[config.mk]
export PLATFORM = sky130hd
export DESIGN_NAME = uop_warp_ibuffer_flat
export DESIGN_NICKNAME = d
export VERILOG_FILES = /design/src/rtl/uop_warp_ibuffer_if.sv /design/src/rtl/uop_warp_ibuffer.sv /design/src/flat_wrapper.sv
export SDC_FILE = /design/constraint.sdc
export NUM_CORES = 2
export LEC_CHECK = 0
export ABC_AREA = 1
export CAP_MARGIN = 20
export CORE_ASPECT_RATIO = 1.2
export CORE_MARGIN = 10
export CORE_UTILIZATION = 50
export CTS_BUF_LIST = sky130_fd_sc_hd__clkbuf_2
export CTS_CLUSTER_SIZE = 12
export DETAILED_ROUTE_END_ITERATION = 8
export DONT_BUFFER_PORTS = 1
export GPL_ROUTABILITY_DRIVEN = 0
export PLACE_DENSITY = 0.69
export RECOVER_POWER = 25
export REMOVE_ABC_BUFFERS = 1
export SLEW_MARGIN = 10
export SYNTH_ARGS = -nofsm -noshare
export SYNTH_HDL_FRONTEND = slang
export SYNTH_SLANG_ARGS = --single-unit
[constraint.sdc]
create_clock -name clk -period 16.96 [get_ports clk]
set_clock_uncertainty 0.1 [all_clocks]
set_input_delay 1.696 -clock clk [delete_from_list [all_inputs] [get_ports clk]]
set_output_delay 1.696 -clock clk [all_outputs]
set_load 0.01 [all_outputs]
[src/rtl/uop_warp_ibuffer_if.sv]
// Handshake bundle between the micro-op sequencer, the per-warp ibuffer and issue.
// master drives pushes, flushes and out_ready; slave is the buffer itself.
interface uop_warp_ibuffer_if #(
  parameter int NUM_WARPS = 4,
  parameter int DATAW     = 128,
  parameter int WID_W     = (NUM_WARPS > 1) ? $clog2(NUM_WARPS) : 1
);
  logic                 in_valid;
  logic [WID_W-1:0]     in_wid;
  logic [DATAW-1:0]     in_data;
  logic                 in_ready;
  logic                 out_valid;
  logic [WID_W-1:0]     out_wid;
  logic [DATAW-1:0]     out_data;
  logic                 out_ready;
  logic                 flush_valid;
  logic [WID_W-1:0]     flush_wid;
  logic [NUM_WARPS-1:0] warp_empty;
  logic [NUM_WARPS-1:0] warp_full;

  modport master (
    output in_valid, in_wid, in_data, out_ready, flush_valid, flush_wid,
    input  in_ready, out_valid, out_wid, out_data, warp_empty, warp_full
  );

  modport slave (
    input  in_valid, in_wid, in_data, out_ready, flush_valid, flush_wid,
    output in_ready, out_valid, out_wid, out_data, warp_empty, warp_full
  );
endinterface

[src/rtl/uop_warp_ibuffer.sv]
// Per-warp instruction buffer: one FIFO per warp, round-robin head selection
// toward issue, per-warp flush. All outputs are combinational from state + inputs.
module uop_warp_ibuffer_lane #(
  parameter int DEPTH = 4,
  parameter int DATAW = 128
) (
  input  logic             clk,
  input  logic             reset,
  input  logic             push,
  input  logic             pop,
  input  logic             flush,
  input  logic [DATAW-1:0] push_data,
  output logic             empty,
  output logic             full,
  output logic [DATAW-1:0] head_data
);
  localparam int PTR_W = $clog2(DEPTH);
  localparam int CNT_W = PTR_W + 1;

  logic [DEPTH-1:0][DATAW-1:0] mem;
  logic [PTR_W-1:0]            rd_ptr, wr_ptr, wr_nxt;
  logic [CNT_W-1:0]            count;

  assign wr_nxt = push ? wr_ptr + PTR_W'(1) : wr_ptr;

  always_ff @(posedge clk or negedge reset) begin
    if (!reset) begin
      rd_ptr <= '0;
      wr_ptr <= '0;
      count  <= '0;
    end else begin
      wr_ptr <= wr_nxt;
      if (flush) begin
        // flush wins over a same-cycle pop: queue collapses to the write side
        rd_ptr <= wr_nxt;
        count  <= '0;
      end else begin
        if (pop) rd_ptr <= rd_ptr + PTR_W'(1);
        count <= count + CNT_W'(push) - CNT_W'(pop);
      end
    end
  end

  // payload storage needs no reset; validity lives in count
  always_ff @(posedge clk) begin
    if (push) mem[wr_ptr] <= push_data;
  end

  assign empty     = (count == '0);
  assign full      = (count == CNT_W'(DEPTH));
  assign head_data = mem[rd_ptr];
endmodule

module uop_warp_ibuffer #(
  parameter int NUM_WARPS = 4,
  parameter int DEPTH     = 4,
  parameter int DATAW     = 128,
  parameter int WID_W     = (NUM_WARPS > 1) ? $clog2(NUM_WARPS) : 1
) (
  input  logic                  clk,
  input  logic                  reset,
  uop_warp_ibuffer_if.slave     bus
);
  localparam logic [WID_W:0] NW = NUM_WARPS[WID_W:0];

  logic [NUM_WARPS-1:0]            cand, empty_v, full_v;
  logic [NUM_WARPS-1:0][DATAW-1:0] head_data;
  logic [WID_W-1:0]                win, rr_ptr;
  logic                            in_wid_ok, push_fire, pop_fire, flush_hit_in;

  assign bus.warp_empty = empty_v;
  assign bus.warp_full  = full_v;
  assign cand           = ~empty_v;

  assign in_wid_ok    = ({1'b0, bus.in_wid} < NW);
  assign flush_hit_in = bus.flush_valid && (bus.flush_wid == bus.in_wid);
  assign bus.in_ready = in_wid_ok && !full_v[bus.in_wid] && !flush_hit_in;
  assign push_fire    = bus.in_valid && bus.in_ready;

  // first non-empty warp at or above rr_ptr, wrapping
  always_comb begin
    int  idx;
    logic found;
    win   = '0;
    found = 1'b0;
    for (int i = 0; i < NUM_WARPS; i++) begin
      idx = int'(rr_ptr) + i;
      if (idx >= NUM_WARPS) idx = idx - NUM_WARPS;
      if (!found && cand[idx]) begin
        found = 1'b1;
        win   = WID_W'(idx);
      end
    end
  end

  assign bus.out_valid = |cand;
  assign bus.out_wid   = win;
  assign bus.out_data  = head_data[win];
  assign pop_fire      = bus.out_valid && bus.out_ready;

  always_ff @(posedge clk or negedge reset) begin
    if (!reset)        rr_ptr <= '0;
    else if (pop_fire) rr_ptr <= ({1'b0, win} == NW - 1'b1) ? '0 : win + WID_W'(1);
  end

  for (genvar w = 0; w < NUM_WARPS; w++) begin : g_warp
    uop_warp_ibuffer_lane #(.DEPTH(DEPTH), .DATAW(DATAW)) u_lane (
      .clk       (clk),
      .reset     (reset),
      .push      (push_fire && (bus.in_wid == WID_W'(w))),
      .pop       (pop_fire && (win == WID_W'(w))),
      .flush     (bus.flush_valid && (bus.flush_wid == WID_W'(w))),
      .push_data (bus.in_data),
      .empty     (empty_v[w]),
      .full      (full_v[w]),
      .head_data (head_data[w])
    );
  end

`ifndef SYNTHESIS
  a_no_push_full: assert property (@(posedge clk) disable iff (!reset)
    !(push_fire && full_v[bus.in_wid]));
  a_no_pop_empty: assert property (@(posedge clk) disable iff (!reset)
    !(pop_fire && empty_v[win]));
  a_flush_wid:    assert property (@(posedge clk) disable iff (!reset)
    !(bus.flush_valid && !({1'b0, bus.flush_wid} < NW)));
`endif
endmodule

[src/flat_wrapper.sv]
// flat-port wrapper written by rule: the top's interface ports become plain ports
module uop_warp_ibuffer_flat 
#(
  parameter int NUM_WARPS = 4,
  parameter int DEPTH     = 4,
  parameter int DATAW     = 128,
  parameter int WID_W     = (NUM_WARPS > 1) ? $clog2(NUM_WARPS) : 1
)
  (clk, reset, bus_in_valid, bus_in_wid, bus_in_data, bus_out_ready, bus_flush_valid, bus_flush_wid, bus_in_ready, bus_out_valid, bus_out_wid, bus_out_data, bus_warp_empty, bus_warp_full);
  uop_warp_ibuffer_if #(.NUM_WARPS(NUM_WARPS), .DATAW(DATAW), .WID_W(WID_W)) bus_i ();
  input  logic clk;
  input  logic reset;
  input wire logic [$bits(bus_i.in_valid)-1:0] bus_in_valid;
  input wire logic [$bits(bus_i.in_wid)-1:0] bus_in_wid;
  input wire logic [$bits(bus_i.in_data)-1:0] bus_in_data;
  input wire logic [$bits(bus_i.out_ready)-1:0] bus_out_ready;
  input wire logic [$bits(bus_i.flush_valid)-1:0] bus_flush_valid;
  input wire logic [$bits(bus_i.flush_wid)-1:0] bus_flush_wid;
  output wire logic [$bits(bus_i.in_ready)-1:0] bus_in_ready;
  output wire logic [$bits(bus_i.out_valid)-1:0] bus_out_valid;
  output wire logic [$bits(bus_i.out_wid)-1:0] bus_out_wid;
  output wire logic [$bits(bus_i.out_data)-1:0] bus_out_data;
  output wire logic [$bits(bus_i.warp_empty)-1:0] bus_warp_empty;
  output wire logic [$bits(bus_i.warp_full)-1:0] bus_warp_full;
  assign bus_i.in_valid = bus_in_valid;
  assign bus_i.in_wid = bus_in_wid;
  assign bus_i.in_data = bus_in_data;
  assign bus_i.out_ready = bus_out_ready;
  assign bus_i.flush_valid = bus_flush_valid;
  assign bus_i.flush_wid = bus_flush_wid;
  assign bus_in_ready = bus_i.in_ready;
  assign bus_out_valid = bus_i.out_valid;
  assign bus_out_wid = bus_i.out_wid;
  assign bus_out_data = bus_i.out_data;
  assign bus_warp_empty = bus_i.warp_empty;
  assign bus_warp_full = bus_i.warp_full;
  uop_warp_ibuffer #(.NUM_WARPS(NUM_WARPS), .DEPTH(DEPTH), .DATAW(DATAW), .WID_W(WID_W)) u_core (.clk(clk), .reset(reset), .bus(bus_i));
endmodule
* Yosys cells after proc, flatten, opt, wreduce, memory -nomap -nowiden
Index checks and enable logic that the tools add are counted.
Storage, ports and cells: flip-flop bits (word level) 2078, latch bits 0, RAM bits 0, memory bits (read-only) 0, input port bits 137, output and inout port bits 140, logic and storage cells 194, memories kept 0
Operators by class: $add $sub $neg 24, $mul 0, divide/modulo/power cells 0, order comparisons 22, equal/unequal tests 14, shift operators 0, muxes and demuxes 64, bitwise operators 1, reduce and logical (&&, ||, !) cells 40
Operators with widths (count):
- $bwmux 512 | 4
- $bmux 128 s2 | 5
- $mux 128 | 9
- $demux 128 s2 | 4
- $lt 32x4->1 const B | 4
- $mux 32 | 4
- $ge 32x4->1 const B | 3
- $sub 32x4->32 const B | 3
- $mux 2 | 17
- $lt 2x3->1 const B | 10
- $logic_and 1x1->1 | 23
- $add 2x1->2 const B | 9
- $add 3x1->3 | 4
- $eq 2x2->1 const B | 6
- $eq 3x3->1 const B | 4
- $logic_not 3->1 | 4
- $mux 1 | 12
- $mux 3 | 4
- $sub 3x1->3 | 4
- $bmux 1 s2 | 5
- $ge 2x1->1 const B | 4
- $reduce_bool 2->1 | 4
- $add 2x2->3 const B | 2
- $eq 2x1->1 const B | 3
- 8 further kinds | 14

* Depth between registers and ports, before layout
depth in word-level cells 19, mapped depth 21, gate-level depth less buffers 20

* Cells and area by module
Synthesis repeated with hierarchy kept, for this count alone.
Second synthesis, totals: cell total of the unflattened synthesis 7579, area total of the unflattened synthesis 87946.8 um^2
Modules (own cells, without submodules):
- uop_warp_ibuffer_lane | instances 4, cells an instance 1552, area each 20520.9 um^2, sequential area each 15549.9 um^2
- uop_warp_ibuffer | instances 1, cells an instance 1371, area each 5863.1 um^2, sequential area each 50.0 um^2

* Worst setup path before layout
No wires, ideal clock.
kind input-to-reg, from input port bus_in_wid[1], to register u_core.g_warp[3].u_lane.mem[0] (netlist name), enable pin, setup time 0.617 ns, data arrival time 7.855 ns, data required time 16.243 ns, path slack 8.388 ns, stages on the path 8, path buffers 0, path through inv_1 -> nand2_1 -> o22ai_1 -> nor2_1 -> nand3_1 -> nor2_1 -> inv_1 -> nor2_1
On the way: longest elaborated chain between the ends 6, elaborated cells between the ends (all ways) 10, classes of those cells eq/ne: 2; mux: 2; reduce/logical: 6
RTL lines:
- start, declared | line flat_wrapper.sv:14 | input wire logic [$bits(bus_i.in_wid)-1:0] bus_in_wid;
- $bmux 1 s2 / $eq 2x2->1 (equally long branches) | line uop_warp_ibuffer.sv:77, uop_warp_ibuffer.sv:76
- $mux 1 (not written as such) / $logic_and 1x1->1 (equally long branches) | line uop_warp_ibuffer.sv:77, uop_warp_ibuffer.sv:76
- $logic_not 1->1 | line uop_warp_ibuffer.sv:77 | assign bus.in_ready = in_wid_ok && !full_v[bus.in_wid] && !flush_hit_in;
- $logic_and 1x1->1 | line uop_warp_ibuffer.sv:77
- $logic_and 1x1->1 | line uop_warp_ibuffer.sv:78 | assign push_fire = bus.in_valid && bus.in_ready;
- $logic_and 1x1->1 * | line uop_warp_ibuffer.sv:110 | .push (push_fire && (bus.in_wid == WID_W'(w))),
- end signal, assigned by index | line uop_warp_ibuffer.sv:46 | if (push) mem[wr_ptr] <= push_data;
- end, declared | line uop_warp_ibuffer.sv:20 | logic [DEPTH-1:0][DATAW-1:0] mem;
Every way passes the cells marked *; elsewhere a longest branch is shown, timed or not. The select of a mux whose other input is x is not followed. A chain may end at the register's enable or synchronous reset.

* Worst setup path in the final report
from register u_core.rr_ptr[0], to output port bus_out_data[71]
On the way: longest elaborated chain between the ends 17, elaborated cells between the ends (all ways) 42, classes of those cells add/sub: 7; order compare: 4; mux: 25; reduce/logical: 6
RTL lines:
- start, declared | line uop_warp_ibuffer.sv:68 | logic [WID_W-1:0] win, rr_ptr;
- start signal, assigned | line uop_warp_ibuffer.sv:103 | else if (pop_fire) rr_ptr <= ({1'b0, win} == NW - 1'b1) ? '0 : win + WID_W'(1);
- branches (longest 14 deep; another with $sub 32x4->32)
- $mux 2 * | line uop_warp_ibuffer.sv:89 | if (!found && cand[idx]) begin
- named net bus_out_wid[0] | line flat_wrapper.sv:21 | output wire logic [$bits(bus_i.out_wid)-1:0] bus_out_wid;
- $bmux 128 s2 * | line uop_warp_ibuffer.sv:98 | assign bus.out_data = head_data[win];
- $mux 128 (not written as such) * | line uop_warp_ibuffer.sv:98
- end, declared | line flat_wrapper.sv:22 | output wire logic [$bits(bus_i.out_data)-1:0] bus_out_data;
Mark *: on every way through the listed nets, which the timed path passes. The select of a mux whose other input is x is not followed.

==> results.toml <==
[pwr]
leakage_nw = 30.7
powerDensity_mw_per_mm2 = 178
max-vdd-ir-drop_uv = 303

[yosys]
yosys-top-cells-area = "edfxtp_1 75%, o21ai_0 5.9%, nor2_1 5.9%"
async_flop_share_pct = 1.44
synth-seq-cells = 2078
yosysSeqAreaShare_pct = 75.7
yosysWarnings = 0
synthAdderAreaFrac_pct = 0.478
synth.most_common_cell = "edfxtp_1"
synth_top_area_share_pct = 74.8
synthMuxAreaShare_pct = 0
synth-edff-count = 2048
yosys.area_share.simple_pct = 11.3
syn_inst = 6432
synthXorXnorAreaFrac_pct = 0.0426
synth_top_family_by_area = "simple AND/OR/NAND/NOR gates"
ys_types = 37
synth_area_mm2 = 0.0822
avgSynthCellArea_um2 = 12.8
synth-main-ff-cell = "edfxtp_1"
synth_compound_area_share_pct = 9.46
synthTopCellsByCount = "2048 x edfxtp_1, 1293 x nor2_1, 977 x o21ai_0"
synth_area_leader_cell = "edfxtp_1"

[worst_setup_path]
worstPathRequired_ns = 15.16
start_kind = "flip-flop"
cp_cell_sequence = "inv_2 -> nand3_1 -> nand3_1 -> nand2_1 -> nor2_4 -> nand2_1 -> nand2_4 -> nand2_8 -> nor2_4 -> buf_4 -> nand2_1 -> nand3_1"
path_delay_family = "simple AND/OR/NAND/NOR gates"
critical_path_arrival_ns = 6.58
worst-path-buf-inv = 2
rr_endpoint = "u_core.g_warp[0].u_lane.count[2]"
crit_type = "reg2out"
r2r_slack_ns = 11.73
slowest_delay_ns = 0.88
cp-end-kind = "output pin"
cpMaxStageDelayCell = "buf_4"
r2r_start = "u_core.rr_ptr[0]"
critPathMaxFanout = 76
ff2ff_path_depth = 18

[sta]
finalCriticalPeriod_ns = 8.37
finalHoldViolCount = 0
worst_slew_pin_slew_ns = 1.90
finalWorstSetupSlack_ns = 8.59
rsz0062_at_grt = "no"
finalCritPeriodShare_pct = 49.4
clock.fmax_mhz = 119
report.final.slew_viol_count = 31
slew_headroom_pct = -26.6
finalSetupViolations = 0
fin_setup_tns_ns = 0
hold_slack_ns = 0.294

[placed_design]
dp_cells = 8231
port_buffers = 0
dp_hpwl_um = 119000
dpl_worst_slack_ns = 10.57

[route]
dr.pass1.iters = 6
drt-met1-wl_um = 91200
avgViaCountPerCell = 5.90
detail-route-antenna-nets = 0
drt_iter0_markers = 5880
routed.top_layer = "met5"
wire_per_inst_um = 24.2
vias = 54481
drt_wl_total_um = 224000
routed-wl-met2_um = 103000
drc = 0
dr_wl_met3_um = 23800

[clocking]
clk_pin_slew_ns = 0.11
cts_setup_buffers = 0
clock_path_buffers = 4
cts.sinks = 2078
cts_buffers = 491
cts-root-buf = "clkbuf_2"
cts_tree = "built"
clk_latency_ns = 2.01
cts-htree-levels = 5

[hold_path]
whs_endpoint = "u_core.g_warp[3].u_lane.wr_ptr[1]"
min_path_type = "in2reg"
worstHoldStart = "bus_in_wid[1]"
hold-path-cell-count = 3

[floorplanning]
fp.dieH_um = 464
die_w_um = 390
core_area_mm2 = 0.164
dieArea_mm2 = 0.181
pin_count = 277
start_util_pct = 50.2
placementRows = 163

[layout]
final_util_pct = 54.7
final_cells = 9238
area_growth_pct = 9.15
drive_gt1_share_pct = 12.4
final_net_count = 6885
fillCellCount = 13492

[grt]
first_global_vias = 53241
grt_max_degree = 193
grt_usage_pct = 24.1
grt_pass1_wl_um = 331000
antenna_found_initial = 22
grt-ovfl-total = 0

[job]
maxCapViolCount = 1

[run_status]
outcome = "complete, but fails checks"
violations = "max-capacitance violations, max-slew violations"
## stage by stage
step,power (mW),instance area (µm²)
floorplan,10.4,80400
global route,16.9,89700
finish,16.0,89800
CTS,16.0,89700
global placement,12.7,84000
detailed placement,12.8,84100
## area by class of cell
| class | instances | area (µm²) | share of cell area [%] |
|---|---|---|---|
| Sequential cell | 2078 | 62300 | 69.4 |
| Timing Repair Buffer | 224 | 2110 | 2.35 |
| Multi-Input combinational cell | 3739 | 17700 | 19.7 |
| Tap cell | 2145 | 2680 | 2.99 |
| Clock inverter | 132 | 686 | 0.764 |
| Inverter | 185 | 737 | 0.821 |
| Clock buffer | 711 | 3560 | 3.96 |
| Antenna cell | 24 | 60.1 | 0.0669 |
## timing repair
item                       in CTS  in global routing
resized for setup               0                  0
hold endpoints to repair     2099                  0
setup endpoints to repair       0                  0
hold buffers                  139                  0
## how the worst max path moves through the flow
stage	startpoint	end	slack (ns)	depth (start not counted)
final	u_core.rr_ptr[0]	bus_out_data[71]	8.59	12
after global routing	u_core.g_warp[1].u_lane.count[1]	bus_out_data[99]	8.09	12
after CTS	u_core.g_warp[1].u_lane.count[1]	bus_out_data[71]	8.40	12
after detailed placement	u_core.rr_ptr[0]	bus_out_data[71]	10.57	12
after global placement	u_core.rr_ptr[0]	bus_out_data[7]	10.72	12
after floorplan	u_core.g_warp[0].u_lane.rd_ptr[0]	bus_out_data[0]	5.24	5
## worst min-delay path, stage by stage
cell	delay (ns)
nand2_1	0.06
nor2_1	0.18
o21ai_0	0.28
## sequential cells by signal, summed over array words and instances (netlist names)
register                     count
u_core.g_warp.u_lane.mem      2048
u_core.g_warp.u_lane.count      12
u_core.g_warp.u_lane.rd_ptr      8
u_core.g_warp.u_lane.wr_ptr      8
u_core.rr_ptr                    2
## layer usage
layer / global-route usage, % / vias up
met5: 0 / -
met4: 7.85 / 10
met3: 6.54 / 387
met2: 37.4 / 2935
met1: 32.9 / 26833
li1: - / 24316
## where the power goes
part           internal, mW  switching (mW)  total [mW]
clock network          1.21            1.89        3.10
logic                  1.58            5.13        6.71
registers              5.91           0.242        6.15
## placed cells by master, fill, tap and decap left out, drive strengths merged, types with 30 or more instances in the layout
cell            n
o21ai        1005
buf            84
clkbuf        713
o22ai         345
inv           189
edfxtp       2048
nand2         562
nand3         291
clkinv        119
dlygate4sd3   137
a21oi          32
dfrtp          30
nor2         1297
nand4         107
## cell families (layout without fill, tap and decap cells)
group	after synthesis	in the layout
buffers and inverters	615	1252
and+or+nand+nor	2276	2276
xor gates and xnor gates	4	4
other	0	24
AOI/OAI and AO/OA	1430	1430
DFF	2078	2078
adders and majority gates	29	29
Power figures use the tool's default switching activity.
